File: config.mk
export PLATFORM = sky130hd
export DESIGN_NAME = mem_ifetch_responder_flat
export DESIGN_NICKNAME = d
export VERILOG_FILES = /design/src/rtl/mem_ifetch_responder_if.sv /design/src/rtl/mem_ifetch_responder.sv /design/src/flat_wrapper.sv
export SDC_FILE = /design/constraint.sdc
export NUM_CORES = 1
export LEC_CHECK = 0
export BUFFER_PORTS_ARGS = -buffer_cell sky130_fd_sc_hd__buf_2
export CORE_MARGIN = 5
export CORE_UTILIZATION = 53
export DETAILED_ROUTE_END_ITERATION = 10
export PLACE_DENSITY = 0.89
export SLEW_MARGIN = 25
export SYNTH_ARGS = -nofsm -noshare
export SYNTH_HDL_FRONTEND = slang
export SYNTH_SLANG_ARGS = --single-unit
export TNS_END_PERCENT = 100
File: constraint.sdc
create_clock -name clk_in -period 7.7 [get_ports clk_in]
set_input_delay 1.155 -clock clk_in [delete_from_list [all_inputs] [get_ports clk_in]]
set_output_delay 1.155 -clock clk_in [all_outputs]
set_load 0.03 [all_outputs]
File: src/rtl/mem_ifetch_responder_if.sv
// Fetch-request and byte-wide RAM port bundle of the instruction-fetch responder.
// The slave modport is the responder; the master modport is the fetcher/arbiter/RAM side.
interface mem_ifetch_responder_if #(
  parameter int ADDR_WIDTH = 32
);
  logic                  rdy_in;
  logic                  en_in;
  logic [31:0]           pc_in;
  logic                  drop_in;
  logic                  ok_out;
  logic [31:0]           inst_out;
  logic                  req_out;
  logic                  grant_in;
  logic [ADDR_WIDTH-1:0] mem_a_out;
  logic [7:0]            mem_din_in;

  modport slave (
    input  rdy_in, en_in, pc_in, drop_in, grant_in, mem_din_in,
    output ok_out, inst_out, req_out, mem_a_out
  );

  modport master (
    output rdy_in, en_in, pc_in, drop_in, grant_in, mem_din_in,
    input  ok_out, inst_out, req_out, mem_a_out
  );
endinterface

File: src/rtl/mem_ifetch_responder.sv
// Memory-side instruction fetch responder: reads four bytes from a byte-wide
// synchronous RAM, assembles them little-endian and returns the word with an ok pulse.
module mem_ifetch_responder #(
  parameter int ADDR_WIDTH = 32
) (
  input  logic                   clk_in,
  input  logic                   rst_in,
  mem_ifetch_responder_if.slave  bus
);

  typedef enum logic {IDLE, READ} state_t;

  state_t                state_q;
  logic [2:0]            cnt_q;
  logic                  resync_q;
  logic [ADDR_WIDTH-1:0] addr_q;
  logic [23:0]           bytes_q;
  logic [31:0]           inst_q;
  logic                  ok_q;
  logic                  req_q;
  logic [ADDR_WIDTH-1:0] mem_a_d;
  logic                  adv_d;

  // A byte is consumed only on an edge that really moves the burst forward.
  always_comb begin
    adv_d = bus.rdy_in && !bus.drop_in && (state_q == READ) && bus.grant_in && !resync_q;
  end

  // While paused, or replaying after a pause, re-present the previous byte address
  // so the RAM's registered output matches what the next advancing edge expects.
  always_comb begin
    mem_a_d = '0;
    if (state_q == READ) begin
      if ((!bus.rdy_in && (cnt_q != 3'd0)) || (bus.grant_in && resync_q)) begin
        mem_a_d = addr_q + ADDR_WIDTH'(cnt_q) - ADDR_WIDTH'(1);
      end else if (bus.grant_in && (cnt_q <= 3'd3)) begin
        mem_a_d = addr_q + ADDR_WIDTH'(cnt_q);
      end
    end
  end

  always_ff @(posedge clk_in or negedge rst_in) begin
    if (!rst_in) begin
      state_q  <= IDLE;
      cnt_q    <= 3'd0;
      resync_q <= 1'b0;
      addr_q   <= '0;
      inst_q   <= '0;
      ok_q     <= 1'b0;
      req_q    <= 1'b0;
    end else if (!bus.rdy_in) begin
      // Only the pause marker moves while frozen; it forces one replay cycle afterwards.
      if ((state_q == READ) && (cnt_q != 3'd0)) begin
        resync_q <= 1'b1;
      end
    end else begin
      ok_q <= 1'b0;
      if (bus.drop_in) begin
        state_q  <= IDLE;
        cnt_q    <= 3'd0;
        resync_q <= 1'b0;
        req_q    <= 1'b0;
      end else if (state_q == IDLE) begin
        if (bus.en_in) begin
          addr_q  <= bus.pc_in[ADDR_WIDTH-1:0];
          cnt_q   <= 3'd0;
          req_q   <= 1'b1;
          state_q <= READ;
        end
      end else if (bus.grant_in) begin
        if (resync_q) begin
          resync_q <= 1'b0;
        end else if (cnt_q == 3'd4) begin
          inst_q  <= {bus.mem_din_in, bytes_q};
          ok_q    <= 1'b1;
          req_q   <= 1'b0;
          state_q <= IDLE;
          cnt_q   <= 3'd0;
        end else begin
          cnt_q <= cnt_q + 3'd1;
        end
      end
    end
  end

  always_ff @(posedge clk_in) begin
    if (adv_d) begin
      case (cnt_q)
        3'd1:    bytes_q[7:0]   <= bus.mem_din_in;
        3'd2:    bytes_q[15:8]  <= bus.mem_din_in;
        3'd3:    bytes_q[23:16] <= bus.mem_din_in;
        default: ;
      endcase
    end
  end

  assign bus.ok_out    = ok_q;
  assign bus.inst_out  = inst_q;
  assign bus.req_out   = req_q;
  assign bus.mem_a_out = mem_a_d;

endmodule
File: src/flat_wrapper.sv
// flat-port wrapper written by rule: the top's interface ports become plain ports
module mem_ifetch_responder_flat 
#(
  parameter int ADDR_WIDTH = 32
)
  (clk_in, rst_in, bus_rdy_in, bus_en_in, bus_pc_in, bus_drop_in, bus_grant_in, bus_mem_din_in, bus_ok_out, bus_inst_out, bus_req_out, bus_mem_a_out);
  mem_ifetch_responder_if #(.ADDR_WIDTH(ADDR_WIDTH)) bus_i ();
  input  logic clk_in;
  input  logic rst_in;
  input wire logic [$bits(bus_i.rdy_in)-1:0] bus_rdy_in;
  input wire logic [$bits(bus_i.en_in)-1:0] bus_en_in;
  input wire logic [$bits(bus_i.pc_in)-1:0] bus_pc_in;
  input wire logic [$bits(bus_i.drop_in)-1:0] bus_drop_in;
  input wire logic [$bits(bus_i.grant_in)-1:0] bus_grant_in;
  input wire logic [$bits(bus_i.mem_din_in)-1:0] bus_mem_din_in;
  output wire logic [$bits(bus_i.ok_out)-1:0] bus_ok_out;
  output wire logic [$bits(bus_i.inst_out)-1:0] bus_inst_out;
  output wire logic [$bits(bus_i.req_out)-1:0] bus_req_out;
  output wire logic [$bits(bus_i.mem_a_out)-1:0] bus_mem_a_out;
  assign bus_i.rdy_in = bus_rdy_in;
  assign bus_i.en_in = bus_en_in;
  assign bus_i.pc_in = bus_pc_in;
  assign bus_i.drop_in = bus_drop_in;
  assign bus_i.grant_in = bus_grant_in;
  assign bus_i.mem_din_in = bus_mem_din_in;
  assign bus_ok_out = bus_i.ok_out;
  assign bus_inst_out = bus_i.inst_out;
  assign bus_req_out = bus_i.req_out;
  assign bus_mem_a_out = bus_i.mem_a_out;
  mem_ifetch_responder #(.ADDR_WIDTH(ADDR_WIDTH)) u_core (.clk_in(clk_in), .rst_in(rst_in), .bus(bus_i));
endmodule
# --- Word-level counts from Yosys, hierarchy flattened ---
# Cells that the tools add are included.
word_totals:
  ff_bits: 95
  inputBits: 46
  output_inout_bits: 66
  wordCells: 80
classes:
  addsub: 3
  n_lt_le_gt_ge: 1
  n_eq_ne: 9
  n_mux: 31
  bitwise_logic: 3
  n_reduce_logical: 23
ops:
  columns: ["cell", "count"]
  rows:
  - ["$mux 32", 3]
  - ["$add 32x3->32", 1]
  - ["$sub 32x1->32 const B", 1]
  - ["$mux 1", 22]
  - ["$mux 3", 6]
  - ["$ne 3x3->1 const B", 3]
  - ["$logic_and 1x1->1", 8]
  - ["$reduce_and 4->1", 2]
  - ["$eq 3x2->1 const B", 2]
  - ["$ne 3x1->1 const B", 2]
  - ["$reduce_and 2->1", 3]
  - ["$reduce_and 6->1", 1]
  - ["$reduce_bool 3->1", 2]
  - ["$reduce_and 5->1", 1]
  - ["$add 3x1->3 const B", 1]
  - ["$eq 3x1->1 const B", 1]
  - ["$eq 3x3->1 const B", 1]
  - ["$le 3x2->1 const B", 1]
  - ["$logic_not 1->1", 3]
  - ["$not 1->1", 3]
  - ["$reduce_and 3->1", 1]
  - ["$reduce_bool 2->1", 1]
  - ["$logic_or 1x1->1", 1]

# --- Logic depth before layout (Yosys ltp) ---
# Gate-level depths: netlist (run 1).
depth:
  depth_word: 6
  ltp_mapped: 13
  depth_no_buf: 10

# --- Worst setup path after synthesis (run 1) ---
# No wires, ideal clock.
synth_path:
  path_kind: "reg-to-output"
  from: "register u_core.cnt_q[0]"
  to: "output bus_mem_a_out[24]"
  t_arrival_ns: 4.070
  t_required_ns: 6.545
  slack_ns: 2.475
  path_stages_with_launch: 13
  n_path_buf: 3
  cell_sequence: "dfrtp_1 ha_1 fa_1 a21o_2 and3_1 clkbuf_1 o22ai_1 a32o_1 or4b_1 buf_2 or4b_1 buf_2 o31ai_1"
synth_between:
  elab_chain_len: 5
  elab_cells_between_ends: 10
  cone_classes: "add/sub: 2; order compare: 1; mux: 3; reduce/logical: 4"
synth_rtl:
  columns: ["element", "line", "source"]
  rows:
  - ["from (decl)", "mem_ifetch_responder.sv:14", "logic [2:0] cnt_q;"]
  - ["from (signal assigned)", "mem_ifetch_responder.sv:80", "cnt_q <= cnt_q + 3'd1;"]
  - ["parallel branches: the longest is 3 deep, another holds $add 32x3->32", null, null]
  - ["$mux 32 (*)", "mem_ifetch_responder.sv:34", "if ((!bus.rdy_in && (cnt_q != 3'd0)) || (bus.grant_in && resync_q)) begin"]
  - ["$mux 32 (*)", "mem_ifetch_responder.sv:33", "if (state_q == READ) begin"]
  - ["to (decl)", "flat_wrapper.sv:19", "output wire logic [$bits(bus_i.mem_a_out)-1:0] bus_mem_a_out;"]
# Mark *: on every way between the ends.

# --- Worst setup path after layout (run 1) ---
layout_path:
  from: "register u_core.cnt_q[0]"
  to: "output bus_mem_a_out[28]"
# The elaborated chain is that of the path after synthesis.

==> flow_summary.json, run 1 <==
{
  "die_h_um": 110.9,
  "syn_area_um2": 5395,
  "dieArea_um2": 12300,
  "arrival_ns": 4.61,
  "setup_viol": 0,
  "cts_hold_buf": 0,
  "route.detailed.drc": 0,
  "period_minus_slack_ns": 5.762,
  "p_leak_nw": 2.804,
  "grt_max_degree": 72,
  "cp_slowest_cell": "or4b_1",
  "fin_setup_tns_ns": 0,
  "cts_tree": "yes",
  "clkTransAtPathRegs_ns": 0.10,
  "start_kind": "flip-flop",
  "synthesis.nets": 574,
  "cts.sinks": 95,
  "slew_violations": 0,
  "pre_cts_ws_ns": 2.221,
  "rsz0062_at_grt": "no",
  "grt_antenna_before_repair": 0,
  "yosys_warnings": 0,
  "fin_nets": 673,
  "viasPerCell": 5.931,
  "drv_cap": 0,
  "synth_edf_count": 24,
  "clk_latency_ns": 0.36,
  "grt_pass1_vias": 4471,
  "power_density_nw_per_um2": 318.4,
  "crit_type": "reg2out",
  "cpPeakStageDelay_ns": 0.70,
  "grt_pass1_wl_mm": 21.85,
  "initialDrtViolationCount": 285,
  "synth_common_cells": "dfrtp_1, mux2_2, nor2_1, nand2_1, edfxtp_1",
  "cts_buffer_depth": 2,
  "syn_avg_cell_area_um2": 10.42,
  "fin_area_um2": 6193,
  "power_mw": 1.972,
  "routedWlPerCell_um": 17.60,
  "root_buffer": "clkbuf_8",
  "final.fill_count": 793,
  "core_area_um2": 9864,
  "dieWidth_um": 110.9,
  "outcome": "complete, no violations",
  "max_freq_ghz": 0.1735,
  "area_growth_syn_to_layout_pct": 14.80,
  "yosysMostFrequentCell": "dfrtp_1",
  "ys_seq_elements": 95,
  "synth_area_leaders": "dfrtp_1, edfxtp_1, mux2_2",
  "ys_async_sr_fraction_pct": 74.74,
  "hold_viol_final": 0,
  "hpwl_mm": 10.10,
  "place_area_um2": 6015,
  "grt.total_usage_pct": 21.49,
  "worstMarginPinSlew_ns": 0.9060,
  "syn_inst": 518,
  "vias": 4478,
  "diodes": 0,
  "peakVddDrop_v": 0.0002103,
  "cts.htree.levels": 3,
  "ys_seq_area_share_pct": 46.29,
  "critPathCaptureType": "output pin",
  "drive_gt1_share_pct": 32.64,
  "holdWs_ns": 0.4776,
  "overflow": 0,
  "gp_congestion": 0.9385,
  "postCtsSetupBuffers": 0,
  "std_cell_rows": 36,
  "path_cells": "ha_1 -> fa_1 -> a21o_2 -> and3_1 -> o22ai_1 -> a32o_1 -> or4b_1 -> or4b_1 -> or4_1 -> nand2_1 -> buf_2",
  "crit_required_ns": 6.55,
  "ys_types": 65,
  "ant_nets": 0,
  "wl_mm": 13.29,
  "port-buffer-count": 111,
  "hold_path.class": "reg2reg",
  "synth_top_area_cell": "dfrtp_1",
  "crit_fanout": 8,
  "io_pins": 112,
  "cts.repair.resized": 0,
  "path_common_cell": "or4b_1",
  "cts_buffers": 9,
  "postLayoutSetupSlackWorst_ns": 1.938,
  "synth-main-ff-cell": "dfrtp_1",
  "period_share_pct": 74.83,
  "initial_core_util_pct": 54.69,
  "yosys.area.top_type_share_pct": 32.93,
  "fin_skew_ns": 0.007655,
  "slew_headroom_pct": 39.60,
  "dr.pass1.iters": 6
}
kinds of logic after synthesis:
group                      synth area share, %
AOI/OAI and AO/OA                        9.856
xor gates and xnor gates                 5.357
adders and majority gates                2.458
buffers and inverters                    3.270
DFF                                      46.29
muxes                                    13.47
and+or+nand+nor                          19.30
critical path: cells and delay by family (launching register included):
kind,cells,cell delay [ns]
and+or+nand+nor,5,2.10
AOI/OAI and AO/OA,3,0.72
buffers and inverters,1,0.19
adders and majority gates,2,0.76
DFF,1,0.47
final timing paths:
kind / slack, ns / start / depth (start not counted) / end
min in group asynchronous: 0.99 / rst_in / 2 / u_core.bus.inst_out[1]
setup / recovery: 1.94 / u_core.cnt_q[0] / 11 / bus_mem_a_out[28]
hold / removal: 0.48 / u_core.bytes_q[21] / 1 / u_core.bus.inst_out[21]
setup reg to reg: 4.88 / u_core.state_q / 5 / u_core.bus.inst_out[13]
max in group asynchronous: 6.10 / rst_in / 2 / u_core.addr_q[5]
hold reg to reg: 0.48 / u_core.bytes_q[21] / 1 / u_core.bus.inst_out[21]
flip-flops by register name, summed over array words and instances, names as in the netlist:
| name | flops |
|---|---|
| u_core.bus.ok_out | 1 |
| u_core.resync_q | 1 |
| u_core.bus.req_out | 1 |
| u_core.bus.inst_out | 32 |
| u_core.bytes_q | 24 |
| u_core.addr_q | 32 |
| u_core.cnt_q | 3 |
| u_core.state_q | 1 |
metal layers:
layer	global-route usage, %	part of all wire, %	wire length [um]
met1	27.23	42	5603
met2	36.25	49	6457
met3	5.240	7.5	1000
met4	6.897	1.7	229
met5	0	0	0
area by class of cell:
type | count | area (um^2) | share of cell area, %
Tap cell | 133 | 166.4 | 2.687
Clock inverter | 6 | 51.30 | 0.8283
Sequential cell | 95 | 2497 | 40.32
Timing Repair Buffer | 114 | 578.1 | 9.333
Clock buffer | 10 | 127.6 | 2.061
Multi-Input combinational cell | 384 | 2724 | 43.98
Inverter | 13 | 48.80 | 0.7879
placed cells by master, fill, tap and decap left out, drive strengths merged, types with 17 or more instances in the layout:
cell type / instances
nand2: 45
nand3: 19
nor2: 50
buf: 114
mux2: 61
dfrtp: 71
edfxtp: 24
xnor2: 17
nor3: 17
inv: 18
power breakdown:
group | total [mW] | switching (mW) | internal, mW
registers | 0.775 | 0.161 | 0.615
logic | 0.888 | 0.546 | 0.341
clock network | 0.309 | 0.185 | 0.124
metrics by stage:
stage,cells,util [%]
after floorplan,518,-
after global placement,739,60.97
after detailed placement,739,60.97
after CTS,755,62.79
after global routing,755,62.79
final,755,62.79
(Power assumes the default switching activity.)
==> inputs of run 2 (changes only) <==
Settings changed: CORE_UTILIZATION 53 to 50, PLACE_DENSITY 0.89 to 0.88.
Clock period 7.7 ns to 5.1 ns, I/O delays scaled along.
==> run 2 against run 1 <==
Effect of this change:
- power grew 54%
- worst setup slack lost 1.8 ns
- non-clock buffer count grew 2
- utilization shrank 4.3 points
- combinational power grew 51%
- count of clock-buffer cells in the layout grew 1
- hold slack lost 0.0048 ns
- critical path depth is the same
- largest power group unchanged
- sequential cell count is the same
- largest cell class unchanged
==> flow_summary.json, run 2 (synthesis results as in run 1) <==
{
  "crit_required_ns": 4.34,
  "hold_viol_final": 0,
  "power_density_nw_per_um2": 486.3,
  "initial_core_util_pct": 50.43,
  "p_switching_mw": 1.347,
  "cts_buffers": 9,
  "hpwl_mm": 10.24,
  "drv_cap": 0,
  "mostFrequentLayoutCells": "buf_2, dfrtp_1, mux2_2, nor2_1, nand2_1",
  "cts.htree.levels": 3,
  "dr.pass1.iters": 5,
  "fin_skew_ns": 0.005835,
  "period_share_pct": 97.56,
  "io_pins": 112,
  "ant_nets": 0,
  "peakVddDrop_v": 0.0003005,
  "fin_setup_tns_ns": 0,
  "critPathCaptureType": "output pin",
  "grt_pass1_wl_mm": 21.67,
  "arrival_ns": 4.21,
  "power_frac_clock_pct": 17.2,
  "clkTransAtPathRegs_ns": 0.10,
  "overflow": 0,
  "std_cell_rows": 38,
  "gp_congestion": 0.9320,
  "hold_path.class": "in2async",
  "combPwrFrac_pct": 44.2,
  "root_buffer": "clkbuf_8",
  "postCtsSetupBuffers": 0,
  "worstRegToRegCells": 5,
  "viasPerCell": 5.857,
  "cts_buffer_depth": 2,
  "pwr-share-seq_pct": 38.6,
  "worstMarginPinSlew_ns": 1.007,
  "p_leak_nw": 2.823,
  "rsz0062_at_grt": "no",
  "setup_viol": 0,
  "cts_hold_buf": 0,
  "crit_fanout": 7,
  "power_mw": 3.043,
  "area_growth_syn_to_layout_pct": 15.98,
  "cts_tree": "yes",
  "wl_mm": 13.51,
  "internal_power_mw": 1.696,
  "cts.sinks": 95,
  "grt.total_usage_pct": 20.98,
  "dieArea_um2": 12970,
  "cts.repair.resized": 3,
  "slew_violations": 0,
  "grt_max_degree": 38,
  "crit_type": "reg2out",
  "initialDrtViolationCount": 343,
  "diodes": 0,
  "fin_nets": 675,
  "p_sw_share_pct": 44.26,
  "core_area_um2": 10700,
  "cpPeakStageDelay_ns": 0.61,
  "period_minus_slack_ns": 4.975,
  "die_h_um": 113.9,
  "start_kind": "flip-flop",
  "dieWidth_um": 113.9,
  "slew_headroom_pct": 32.73,
  "layout_commonest_cell": "buf_2",
  "path_cells": "ha_2 -> fa_2 -> a211o_2 -> o22ai_1 -> a31oi_1 -> or2_4 -> or4b_1 -> or4b_4 -> or4_1 -> nand2_1 -> buf_2",
  "grt_pass1_vias": 4445,
  "outcome": "complete, no violations",
  "max_freq_ghz": 0.2010,
  "cp_slowest_cell": "or4b_4",
  "clk_latency_ns": 0.37,
  "grt_antenna_before_repair": 0,
  "drive_gt1_share_pct": 33.81,
  "routedWlPerCell_um": 17.69,
  "port-buffer-count": 111,
  "vias": 4475,
  "route.detailed.drc": 0
}
==> run 2: power groups by stage <==
stage / Clock, mW / Combinational, mW / Sequential [mW]
after floorplan: 0 / 1.08 / 1.09
after CTS: 0.537 / 1.34 / 1.17
after global placement: 0 / 1.29 / 1.17
after global routing: 0.577 / 1.48 / 1.20
after detailed placement: 0 / 1.33 / 1.18
final: 0.523 / 1.34 / 1.18
==> run 2: layer usage <==
layer | routed length [um] | global-route usage (%)
met5 | 0 | 0
met3 | 989 | 4.456
met1 | 5512 | 26.74
met4 | 319 | 7.205
met2 | 6690 | 35.57
==> run 2: layout make-up <==
cell class | count | area (um^2)
Clock inverter | 5 | 63.81
Tap cell | 140 | 175.2
Fill cell | 929 | 4441
Sequential cell | 95 | 2499
Multi-Input combinational cell | 384 | 2736
Inverter | 13 | 48.80
Timing Repair Buffer | 116 | 593.1
Clock buffer | 11 | 141.4
==> run 2: final timing paths <==
kind,start,slack (ns),to
max in group asynchronous,rst_in,3.68,u_core.bus.req_out
worst max-delay path,u_core.cnt_q[0],0.12,bus_mem_a_out[28]
min in group clk_in,u_core.bytes_q[10],0.48,u_core.bus.inst_out[10]
worst max register to register,u_core.state_q,2.44,u_core.bus.inst_out[11]
worst min-delay path,rst_in,0.47,u_core.bus.inst_out[14]
worst min register to register,u_core.bytes_q[10],0.48,u_core.bus.inst_out[10]
==> run 2: critical path, delay by kind of cell (launching register included) <==
kind,cells,cell delay (ns)
AOI/OAI and AO/OA,3,0.59
adders and majority gates,2,0.61
buffers and inverters,1,0.19
DFF,1,0.46
and+or+nand+nor,5,1.99
==> run 2: through the flow <==
step,util [%],area (um^2),hold slack (ns),instances,worst slack (ns)
final,58.49,6257,0.4728,764,0.1246
after global routing,58.49,6257,0.4887,764,0.0004334
after CTS,58.43,6251,0.4892,764,0.06641
after detailed placement,56.44,6038,0.4638,748,0.3230
after global placement,56.44,6038,0.4570,748,0.3796
after floorplan,-,5395,0.4555,518,0.2647
==> inputs of run 3 (changes only) <==
Settings changed: MAX_ROUTING_LAYER from default to met4.
==> run 3 against run 2 <==
Effect of this change:
- final cell count is 0.13% higher
- register-to-register slack worse by 0.02 ns
- sequential share of layout area hardly changed
- sequential cell count stayed put
- count of clock-buffer cells in the layout is 1 lower
- worst setup slack better by 0.035 ns
- sequential power hardly changed
- maximum frequency is 0.71% higher
- critical path type unchanged
- largest cell class unchanged
==> flow_summary.json, run 3 (synthesis results as in run 1) <==
{
  "outcome": "complete, no violations",
  "gp_congestion": 0.9508,
  "core_area_um2": 10700,
  "clkTransAtPathRegs_ns": 0.10,
  "hpwl_mm": 10.37,
  "route.detailed.drc": 0,
  "postLayoutSetupSlackWorst_ns": 0.1595,
  "mostFrequentLayoutCells": "buf_2, dfrtp_1, mux2_2, nor2_1, nand2_1",
  "routedWlPerCell_um": 17.94,
  "internal_power_mw": 1.657,
  "p_leak_nw": 2.831,
  "pwr-share-seq_pct": 38.9,
  "io_pins": 112,
  "fin_skew_ns": 0.01250,
  "diodes": 0,
  "combPwrFrac_pct": 44.6,
  "multiInputGateArea_um2": 2734,
  "dr.pass1.iters": 5,
  "path_cells": "ha_1 -> or2_4 -> a2111oi_2 -> a31oi_1 -> or2_4 -> or4b_1 -> or4b_4 -> or4_1 -> nand2_1 -> clkbuf_4",
  "cts.sinks": 95,
  "period_share_pct": 96.87,
  "overflow": 0,
  "layout_commonest_cell": "buf_2",
  "peakVddDrop_v": 0.0002861,
  "cp_slowest_cell": "or4b_4",
  "slew_headroom_pct": 34.89,
  "setup_viol": 0,
  "dieArea_um2": 12970,
  "die_h_um": 113.9,
  "grt.total_usage_pct": 21.89,
  "cpPeakStageDelay_ns": 0.61,
  "crit_fanout": 8,
  "clk_latency_ns": 0.37,
  "power_frac_clock_pct": 16.6,
  "worstMarginPinSlew_ns": 0.9746,
  "ant_nets": 0,
  "slew_violations": 0,
  "p_sw_share_pct": 45.45,
  "final.fill_count": 931,
  "cts_tree": "yes",
  "path_common_cell": "or2_4",
  "grt_pass1_wl_mm": 22.01,
  "hold_viol_final": 0,
  "grt_max_degree": 72,
  "power_density_nw_per_um2": 485.7,
  "dieWidth_um": 113.9,
  "wl_mm": 13.72,
  "cts_buffer_depth": 2,
  "viasPerCell": 5.939,
  "initialDrtViolationCount": 394,
  "crit_type": "reg2out",
  "fin_setup_tns_ns": 0,
  "drv_cap": 0,
  "cts_buffers": 9,
  "fin_nets": 676,
  "register_area_um2": 2499,
  "cts.htree.levels": 3,
  "crit_required_ns": 4.34,
  "cts_hold_buf": 0,
  "holdWs_ns": 0.4742,
  "rsz0062_at_grt": "no",
  "vias": 4543,
  "grt_antenna_before_repair": 0,
  "period_minus_slack_ns": 4.941,
  "critPathCaptureType": "output pin",
  "area_growth_syn_to_layout_pct": 15.93,
  "arrival_ns": 4.18,
  "p_switching_mw": 1.381,
  "root_buffer": "clkbuf_8",
  "drive_gt1_share_pct": 33.92,
  "hold_path.class": "reg2reg",
  "start_kind": "flip-flop",
  "max_freq_ghz": 0.2024,
  "std_cell_rows": 38,
  "port-buffer-count": 111,
  "grt_pass1_vias": 4484,
  "initial_core_util_pct": 50.43,
  "fin_util_pct": 58.47,
  "pre_cts_ws_ns": 0.2995
}
## run 3: power by group through the flow
stage / clock [mW] / sequential [mW] / combinational, mW
final: 0.503 / 1.18 / 1.35
after global routing: 0.543 / 1.20 / 1.48
after CTS: 0.512 / 1.17 / 1.34
after detailed placement: 0 / 1.19 / 1.33
after global placement: 0 / 1.17 / 1.30
after floorplan: 0 / 1.09 / 1.08
## run 3: path summary, 6_finish.rpt
check	slack, ns	end	start	cells past startpoint
worst max-delay path	0.16	bus_mem_a_out[28]	u_core.cnt_q[2]	10
worst min-delay path	0.47	u_core.bus.inst_out[16]	u_core.bytes_q[16]	1
worst max register to register	2.42	u_core.bus.inst_out[17]	u_core.state_q	5
worst min register to register	0.47	u_core.bus.inst_out[16]	u_core.bytes_q[16]	1
max in group asynchronous	3.90	u_core.cnt_q[0]	rst_in	2
min in group asynchronous	0.59	u_core.bus.inst_out[31]	rst_in	2
## run 3: per-stage QoR
step                      std cells  total power [mW]  instance area (um^2)
after global routing            765             3.226                  6255
final                           765             3.038                  6255
after floorplan                 518             2.168                  5395
after global placement          748             2.462                  6038
after detailed placement        748             2.520                  6038
after CTS                       764             3.025                  6240
## run 3: cell type report
cell class              count  area share (%)
clock inverters             6          0.9202
repair buffers            117           9.642
well taps                 140           2.801
multi-input cells         384           43.71
inverters                  13          0.7802
flip-flops and latches     95           39.95
clock buffers              10           2.200
## run 3: what timing repair did
action	in CTS	in global routing
resized for setup	2	4
cloned	0	0
buffers inserted	0	1
endpoints found under the setup margin	1	3
## run 3: metal layers
layer | vias to the layer above | global-route usage (%) | part of all wire (%)
met5 | - | - | 0
met4 | 0 | 7.838 | 2.6
met1 | 2202 | 26.63 | 40
met2 | 226 | 36.51 | 49
met3 | 30 | 4.244 | 7.5
li1 | 2085 | - | -
## run 3: worst max-delay path, delay by kind of cell, from the launching register on
| family | cells | cell delay [ns] |
|---|---|---|
| AOI/OAI and AO/OA | 2 | 0.46 |
| and+or+nand+nor | 6 | 2.29 |
| DFF | 1 | 0.47 |
| buffers and inverters | 1 | 0.18 |
| adders and majority gates | 1 | 0.42 |
